[src/rtl/seg7_pkg.sv]
// Shared constants for the 7-segment display drivers: active-low digit patterns and FSM states.
package seg7_pkg;

    localparam logic [6:0] SEG_BLANK = 7'b1111111;
    localparam logic [6:0] SEG_DASH  = 7'b0111111;

    // gfedcba, 0 = segment lit
    localparam logic [6:0] SEG_DIGIT [0:9] = '{
        7'b1000000, 7'b1111001, 7'b0100100, 7'b0110000, 7'b0011001,
        7'b0010010, 7'b0000010, 7'b1111000, 7'b0000000, 7'b0010000
    };

    typedef enum logic [1:0] {
        ST_IDLE,
        ST_SHIFT,
        ST_ENCODE
    } state_t;

endpackage

[src/rtl/seg7_digit_encoder.sv]
// Combinational 4-bit BCD digit to active-low 7-segment pattern.
// Codes 10..15 never come out of the converter; they map to a blank digit.
module seg7_digit_encoder
    import seg7_pkg::*;
(
    input  logic [3:0] bcd,
    output logic [6:0] seg
);

    always_comb begin
        seg = SEG_BLANK;
        case (bcd)
            4'd0:    seg = SEG_DIGIT[0];
            4'd1:    seg = SEG_DIGIT[1];
            4'd2:    seg = SEG_DIGIT[2];
            4'd3:    seg = SEG_DIGIT[3];
            4'd4:    seg = SEG_DIGIT[4];
            4'd5:    seg = SEG_DIGIT[5];
            4'd6:    seg = SEG_DIGIT[6];
            4'd7:    seg = SEG_DIGIT[7];
            4'd8:    seg = SEG_DIGIT[8];
            4'd9:    seg = SEG_DIGIT[9];
            default: seg = SEG_BLANK;
        endcase
    end

endmodule

[src/rtl/seg7_bin_display.sv]
// Binary to multi-digit 7-segment driver using bit-serial double dabble.
// Latency: WIDTH+1 cycles from accepting start to done; start is dropped while busy.
module seg7_bin_display
    import seg7_pkg::*;
#(
    parameter int WIDTH      = 32,
    parameter int DIGITS     = 8,
    parameter int LEAD_BLANK = 1
) (
    input  logic                  clk,
    input  logic                  rst_n,
    input  logic                  start,
    input  logic [WIDTH-1:0]      value_in,
    output logic                  busy,
    output logic                  done,
    output logic                  overflow,
    output logic [7*DIGITS-1:0]   seg_out
);

    localparam int CW = $clog2(WIDTH + 1);
    localparam int BW = 4 * DIGITS;

    state_t              state;
    logic [WIDTH-1:0]    shift_q;
    logic [BW-1:0]       bcd_q;
    logic [BW-1:0]       bcd_adj;
    logic [CW-1:0]       cnt_q;
    logic                ovf_acc;
    logic [7*DIGITS-1:0] seg_enc;
    logic [7*DIGITS-1:0] seg_nxt;
    logic [DIGITS-1:0]   blank;

    assign busy = (state != ST_IDLE);

    always_comb begin
        bcd_adj = bcd_q;
        for (int k = 0; k < DIGITS; k++) begin
            if (bcd_q[4*k +: 4] >= 4'd5) begin
                bcd_adj[4*k +: 4] = bcd_q[4*k +: 4] + 4'd3;
            end
        end
    end

    for (genvar k = 0; k < DIGITS; k++) begin : g_digit
        seg7_digit_encoder u_enc (
            .bcd (bcd_q[4*k +: 4]),
            .seg (seg_enc[7*k +: 7])
        );
    end

    // Walk down from the top digit; a digit is blanked while nothing nonzero has been seen yet.
    always_comb begin
        logic seen;
        seen  = 1'b0;
        blank = '0;
        for (int k = DIGITS - 1; k >= 0; k--) begin
            seen     = seen | (bcd_q[4*k +: 4] != 4'd0);
            blank[k] = (LEAD_BLANK != 0) && (k != 0) && !seen;
        end
    end

    always_comb begin
        seg_nxt = seg_enc;
        for (int k = 0; k < DIGITS; k++) begin
            if (ovf_acc) begin
                seg_nxt[7*k +: 7] = SEG_DASH;
            end else if (blank[k]) begin
                seg_nxt[7*k +: 7] = SEG_BLANK;
            end
        end
    end

    always_ff @(posedge clk or negedge rst_n) begin
        if (!rst_n) begin
            state    <= ST_IDLE;
            shift_q  <= '0;
            bcd_q    <= '0;
            cnt_q    <= '0;
            ovf_acc  <= 1'b0;
            done     <= 1'b0;
            overflow <= 1'b0;
            seg_out  <= '1;
        end else begin
            done <= 1'b0;
            case (state)
                ST_IDLE: begin
                    if (start) begin
                        shift_q <= value_in;
                        bcd_q   <= '0;
                        ovf_acc <= 1'b0;
                        cnt_q   <= CW'(WIDTH);
                        state   <= ST_SHIFT;
                    end
                end
                ST_SHIFT: begin
                    // A carry out of the top digit means the value needs more digits than we have.
                    bcd_q   <= {bcd_adj[BW-2:0], shift_q[WIDTH-1]};
                    shift_q <= shift_q << 1;
                    if (bcd_adj[BW-1]) begin
                        ovf_acc <= 1'b1;
                    end
                    cnt_q <= cnt_q - 1'b1;
                    if (cnt_q == CW'(1)) begin
                        state <= ST_ENCODE;
                    end
                end
                ST_ENCODE: begin
                    seg_out  <= seg_nxt;
                    overflow <= ovf_acc;
                    done     <= 1'b1;
                    state    <= ST_IDLE;
                end
                default: state <= ST_IDLE;
            endcase
        end
    end

endmodule
[config.mk]
export PLATFORM = sky130hd
export DESIGN_NAME = seg7_bin_display
export DESIGN_NICKNAME = d
export VERILOG_FILES = /design/src/rtl/seg7_pkg.sv /design/src/rtl/seg7_digit_encoder.sv /design/src/rtl/seg7_bin_display.sv
export SDC_FILE = /design/constraint.sdc
export NUM_CORES = 1
export LEC_CHECK = 0
export BUFFER_PORTS_ARGS = -buffer_cell sky130_fd_sc_hd__clkbuf_2
export CORE_MARGIN = 1
export CORE_UTILIZATION = 47
export CTS_CLUSTER_DIAMETER = 30
export DETAILED_ROUTE_END_ITERATION = 8
export PLACE_DENSITY = 0.77
export RECOVER_POWER = 50
export SLEW_MARGIN = 20
export SYNTH_ARGS = -nofsm -noshare
export SYNTH_HDL_FRONTEND = slang
export SYNTH_SLANG_ARGS = --single-unit
[constraint.sdc]
create_clock -name clk -period 2.1 [get_ports clk]
set_clock_uncertainty 0.15 [all_clocks]
set_input_delay 0.21 -clock clk [delete_from_list [all_inputs] [get_ports clk]]
set_output_delay 0.21 -clock clk [all_outputs]
set_load 0.02 [all_outputs]
**Word level (Yosys, flattened, before mapping)**

Memory sizes are Yosys's and may differ from the RTL's.
Cells that the tools add are included.

- Flip-flop bits (word level): 131
- Bits in read-only memories: 896
- Memories kept: 8

Memories:

| memory | words | width | rd ports | clocked after memory_dff | write ports | RTL line | text |
|---|---|---|---|---|---|---|---|
| (name not given) | 16 | 7 | 1 | 0 | 0 | seg7_digit_encoder.sv:12 | `case (bcd)` |
| (name not given) | 16 | 7 | 1 | 0 | 0 | seg7_digit_encoder.sv:12 |  |
| (name not given) | 16 | 7 | 1 | 0 | 0 | seg7_digit_encoder.sv:12 |  |
| (name not given) | 16 | 7 | 1 | 0 | 0 | seg7_digit_encoder.sv:12 |  |
| (name not given) | 16 | 7 | 1 | 0 | 0 | seg7_digit_encoder.sv:12 |  |
| (name not given) | 16 | 7 | 1 | 0 | 0 | seg7_digit_encoder.sv:12 |  |
| +2 memories | -- | -- | -- | -- | -- | -- |  |

- Add/subtract/negate cells: 9
- Magnitude comparators: 8
- Equality and inequality tests: 6
- Mux-type cells: 36
- Bitwise gates (word level): 6
- Reduce and logical (&&, ||, !) cells: 13

Operators by type and width:

| kind | count |
|---|---|
| $pmux 32 s2 | 2 |
| $mux 7 | 15 |
| $mux 32 | 2 |
| $add 4x2->4 const B | 8 |
| $ge 4x3->1 const B | 8 |
| $mux 4 | 8 |
| $reduce_bool 4->1 | 7 |
| $pmux 6 s2 | 1 |
| $eq 6x1->1 const B | 1 |
| $mux 6 | 1 |
| $ne 2x2->1 const B | 3 |
| $or 1x1->1 | 6 |
| $sub 6x1->6 const B | 1 |
| $mux 2 | 2 |
| $pmux 2 s2 | 1 |
| $reduce_and 2->1 | 2 |
| $reduce_bool 2->1 | 2 |
| $mux 1 | 3 |
| $reduce_and 3->1 | 1 |
| $eq 2x1->1 const B | 1 |
| $eq 2x2->1 const B | 1 |
| $logic_not 2->1 | 1 |
| $pmux 1 s2 | 1 |

**Longest topological paths before layout**

- Depth in word-level cells: 9
- Mapped depth: 6
- Mapped depth without buffers: 6

**Hierarchy**

From an unflattened synthesis, not the netlist that was laid out.

- Cells, all modules: 818
- Area total of the unflattened synthesis: 7796.2 sq um

Modules (own cells, without submodules):

| module | times used | cells each | area each (sq um) | seq. area each (sq um) |
|---|---|---|---|---|
| seg7_bin_display | 1 | 568 | 6154.7 | 3348.2 |
| seg7_digit_encoder (g_digit[4].u_enc ...) | 4 | 30 | 202.7 | 0.0 |
| seg7_digit_encoder (g_digit[1].u_enc ...) | 3 | 33 | 210.2 | 0.0 |
| seg7_digit_encoder (g_digit[0].u_enc) | 1 | 31 | 200.2 | 0.0 |

**Least setup slack after synthesis**

Ideal clock, no wire load.

- Path type: reg-to-reg
- Start point: register bcd_q[12]
- End point: register seg_out[19]
- Setup time: 0.068 ns
- Arrival: 1.777 ns
- Setup slack: 0.105 ns
- Cell stages (with the launch flop): 7
- Clock period less this slack: 1.995 ns
- Path through: dfrtp_1 -> inv_1 -> ha_1 -> nor3b_1 -> nand4_4 -> o41a_4 -> a21oi_2

- Word-level cells in the longest chain between the ends: 5

Ends and longest elaborated chain:

| element | RTL line | text |
|---|---|---|
| start, declared | seg7_bin_display.sv:25 | `logic [BW-1:0] bcd_q;` |
| start signal, assigned | seg7_bin_display.sv:97 | `bcd_q <= {bcd_adj[BW-2:0], shift_q[WIDTH-1]};` |
| $reduce_bool 4->1 | seg7_bin_display.sv:57 | `seen = seen \| (bcd_q[4*k +: 4] != 4'd0);` |
| $or 1x1->1 (2 in series) | seg7_bin_display.sv:57 |  |
| $mux 7 | seg7_bin_display.sv:67 | `end else if (blank[k]) begin` |
| $mux 7 | seg7_bin_display.sv:65 | `if (ovf_acc) begin` |
| end signal, assigned | seg7_bin_display.sv:108 | `seg_out <= seg_nxt;` |
| end, declared | seg7_bin_display.sv:17 | `output logic [7*DIGITS-1:0] seg_out` |

No other way between the ends.
A chain may end at the register's enable or synchronous reset.

**Final worst setup path**

- Start point: register bcd_q[20]
- End point: register seg_out[19]

- Word-level cells in the longest chain between the ends: 7

Ends and longest elaborated chain:

| element | RTL line |
|---|---|
| $reduce_bool 4->1 | seg7_bin_display.sv:57 |
| $or 1x1->1 (4 in series) | seg7_bin_display.sv:57 |
| $mux 7 | seg7_bin_display.sv:67 |
| $mux 7 | seg7_bin_display.sv:65 |

No other way between the ends.

==> metrics.md <==
| Metric | Value |
|---|---|
| Via density | `5.51` |
| Max Fclk | `498 MHz` |
| Placed Area | `about 8300 sq um` |
| Synth Net Count | `858` |
| Mapped Cells | `778` |
| CTS H-tree depth | `4` |
| Final #Nets | `998` |
| Non-Filler Cell Area, Final | `between 9000 and 10000 sq um` |
| Top cells by area, synth | `dfrtp_1 25%, dfstp_2 20%, ha_1 7.6%, o21ai_0 5.9%, a21oi_1 4.9%` |
| Ys Warns | `0` |
| Initial DRC count | `384` |
| FF+latch count, synth | `131` |
| Crit path max fanout | `6` |
| Total track usage | `23.5%` |
| Diodes inserted | `0` |
| TritonCTS clock tree | `yes` |
| Io pins | `94` |
| Share of Yosys cell area claimed by the top area cell type | `25.3%` |
| Most common flop cell mapped by yosys | `dfrtp_1` |
| Fin util | `60.1%` |
| Vias in the first global route | `6443` |
| Height of the chip | `128 um` |
| Initial antenna violation count | `0` |
| Fin cells | `1142` |
| Die footprint | `16300 sq um` |
| RSZ-0062 raised after global routing | `no` |
| CTS Buf Count | `17` |
| Final setup vio count | `0` |
| Max-cap violations | `0` |
| Number of synthesized flops with an enable pin | `0` |
| Crit path largest cell delay | `0.45 ns` |
| Post-Place Cells | `1076` |
| Share of cells above drive strength 1 | `24.0%` |
| PD cells | `1460 nW/um^2` |
| Drt total wl | `between 15 and 20 mm` |
| Hpwl dp | `11.9 mm` |
| Syn-to-layout area delta | `23.9%` |
| Core area | `roughly 15000 sq um` |
| Maximum root-to-sink buffer count | `2` |
| Synth area leader | `dfrtp_1` |
| Synth async-reset ratio | `100%` |
| Arr. time, crit path | `2.22 ns` |
| Row cnt | `45` |
| DRT Pass-1 Iters | `5` |
| Clock slew at reported path FFs | `about 0.060 ns` |
| Clock net sink count | `131` |
| Crit share post-route | `between 90 and 100%` |
| Worst path slowest cell | `o41a_4` |
| Most frequent cell after synthesis | `o21ai_0` |
| Residual DRC count | `0` |
| Routed WL per cell | `15.7 um` |
| Grt ovf | `0` |
| Slew Viols, Final | `0` |
| Min Tclk post-route | `2.01 ns` |
| Synth top cells by count | `88 x o21ai_0, 75 x dfrtp_1, 73 x a21oi_1` |
| Largest net degree at the start of global routing | `50` |
| Kind of critical path | `reg2reg` |
| Register area share after synthesis | `about 45%` |
| First-pass GRT wire length | `30.6 mm` |
| Max IR drop VDD | `768 uV` |
| Post-synthesis cell area | `7430 sq um` |
| Clk Latency, worst-skew pair | `0.43 ns` |
| CTS Root Cell | `clkbuf_16` |
| Starting density of the core | `around 48%` |
| Die X | `between 100 and 150 um` |
| Outcome | `finished, final reports clean` |
| Fin Setup TNS | `0 ns` |
| Req. time, crit path | `2.31 ns` |
| Worst Tran Pin Value | `approximately 0.92 ns` |
| Startpoint types | `flip-flop` |
| Mapped Avg Cell Area | `9.55 sq um` |
| Crit end category | `flip-flop` |
| Fin. Hold Viols | `0` |
| Crit path cell chain | `inv_1 > ha_1 > nor4b_4 > nand4_4 > o41a_4 > a21oi_2` |
| Worst slew margin | `38.6%` |
| Post-route ant nets | `0` |
| Gpl congestion | `0.868` |
| Fill cells | `1310` |
| Vias | `about 6300` |
| Leakage | `0.00405 uW` |
| I/O Buffers | `93` |
| Worst min-delay path class | `in2reg` |
| Count of different cell masters after synthesis | `54` |
| Design Power | `13500 uW` |
[logic make-up (layout without fill, tap and decap cells)]
| group | count (synthesis) | in the layout | synth area share [%] |
|---|---|---|---|
| AO/OA/AOI/OAI | 287 | 287 | 24.9 |
| AND/OR/NAND/NOR | 198 | 198 | 14.2 |
| flip-flops | 131 | 131 | 45.1 |
| buffers and inverters | 88 | 241 | 4.63 |
| adder cells (fa/ha/maj) | 45 | 45 | 7.58 |
| multiplexers | 15 | 15 | 2.02 |
| XOR/XNOR | 14 | 14 | 1.65 |
[per-stage QoR]
stage,worst slack [ns],hold slack [ns]
floorplan,0.105,-0.236
global placement,0.119,0.0490
detailed placement,0.0266,0.0504
CTS,0.0134,0.132
finish,0.0902,0.144
global route,0.0125,0.187
[repair_timing]
| item | CTS | global route |
|---|---|---|
| endpoints found under the setup margin | 0 | 19 |
| hold endpoints to repair | 67 | 0 |
| hold buffers | 33 | 0 |
| resized for setup | 0 | 8 |
| setup buffers | 0 | 1 |
[placed cells by master, fill, tap and decap left out, types with 27 or more instances in the layout]
cell,netlist,routed
inv_1,37,36
clkbuf_2,0,66
nand2_1,44,44
ha_1,45,44
nor2_1,55,55
clkbuf_1,41,27
dfstp_2,56,56
nor2b_1,39,37
o21ai_0,88,87
dlygate4sd3_1,0,33
dfrtp_1,75,75
buf_4,1,43
a22oi_1,33,33
a21oi_1,73,73
[power breakdown]
part | internal [uW] | switching (uW) | total [uW]
logic | 2830 | 3610 | 6440
clock network | 1630 | 1180 | 2810
registers | 3410 | 794 | 4200
[routing by layer]
| layer | GRT usage [%] | part of all wire, % | up-vias |
|---|---|---|---|
| met5 | 0 | 0 | - |
| met4 | 8.51 | 1.8 | 0 |
| met3 | 5.93 | 5.3 | 34 |
| met2 | 39.2 | 47 | 168 |
| met1 | 29.6 | 46 | 3022 |
| li1 | - | - | 3067 |
[worst max-delay path, delay by kind of cell (launching register included)]
kind | cells | cell delay (ns)
adders and majority gates | 1 | 0.18
DFF | 1 | 0.38
buffers and inverters | 1 | 0.11
AOI/OAI and AO/OA | 2 | 0.61
and+or+nand+nor | 2 | 0.52
[layout make-up]
class / count / area, sq um / share of cell area, %
Tap cell: 211 / 264 / 2.87
Clock inverter: 15 / 131 / 1.43
Timing Repair Buffer: 171 / 1120 / 12.2
Sequential cell: 131 / 3350 / 36.4
Inverter: 38 / 143 / 1.55
Multi-Input combinational cell: 559 / 3770 / 40.9
Clock buffer: 17 / 425 / 4.62
[registers in the layout, summed over array words and instances, names as in the netlist]
signal and count:
overflow 1, state 2, cnt_q 6, ovf_acc 1, done 1, shift_q 32
bcd_q 32, seg_out 56
[final timing paths]
| path | start | endpoint | slack [ns] | cells past startpoint |
|---|---|---|---|---|
| setup / recovery | bcd_q[20]$_DFFE_PN0P_ | seg_out[19]$_DFFE_PN1P_ | 0.09 | 6 |
| hold / removal | start | cnt_q[5]$_DFFE_PN0P_ | 0.14 | 5 |
| setup reg to reg | bcd_q[20]$_DFFE_PN0P_ | seg_out[19]$_DFFE_PN1P_ | 0.09 | 6 |
| hold reg to reg | overflow$_DFFE_PN0P_ | overflow$_DFFE_PN0P_ | 0.34 | 2 |
| max in group asynchronous | rst_n | seg_out[36]$_DFFE_PN1P_ | 0.68 | 3 |
| min in group asynchronous | rst_n | done$_DFF_PN0_ | 0.30 | 2 |
(Power assumes the default switching activity.)
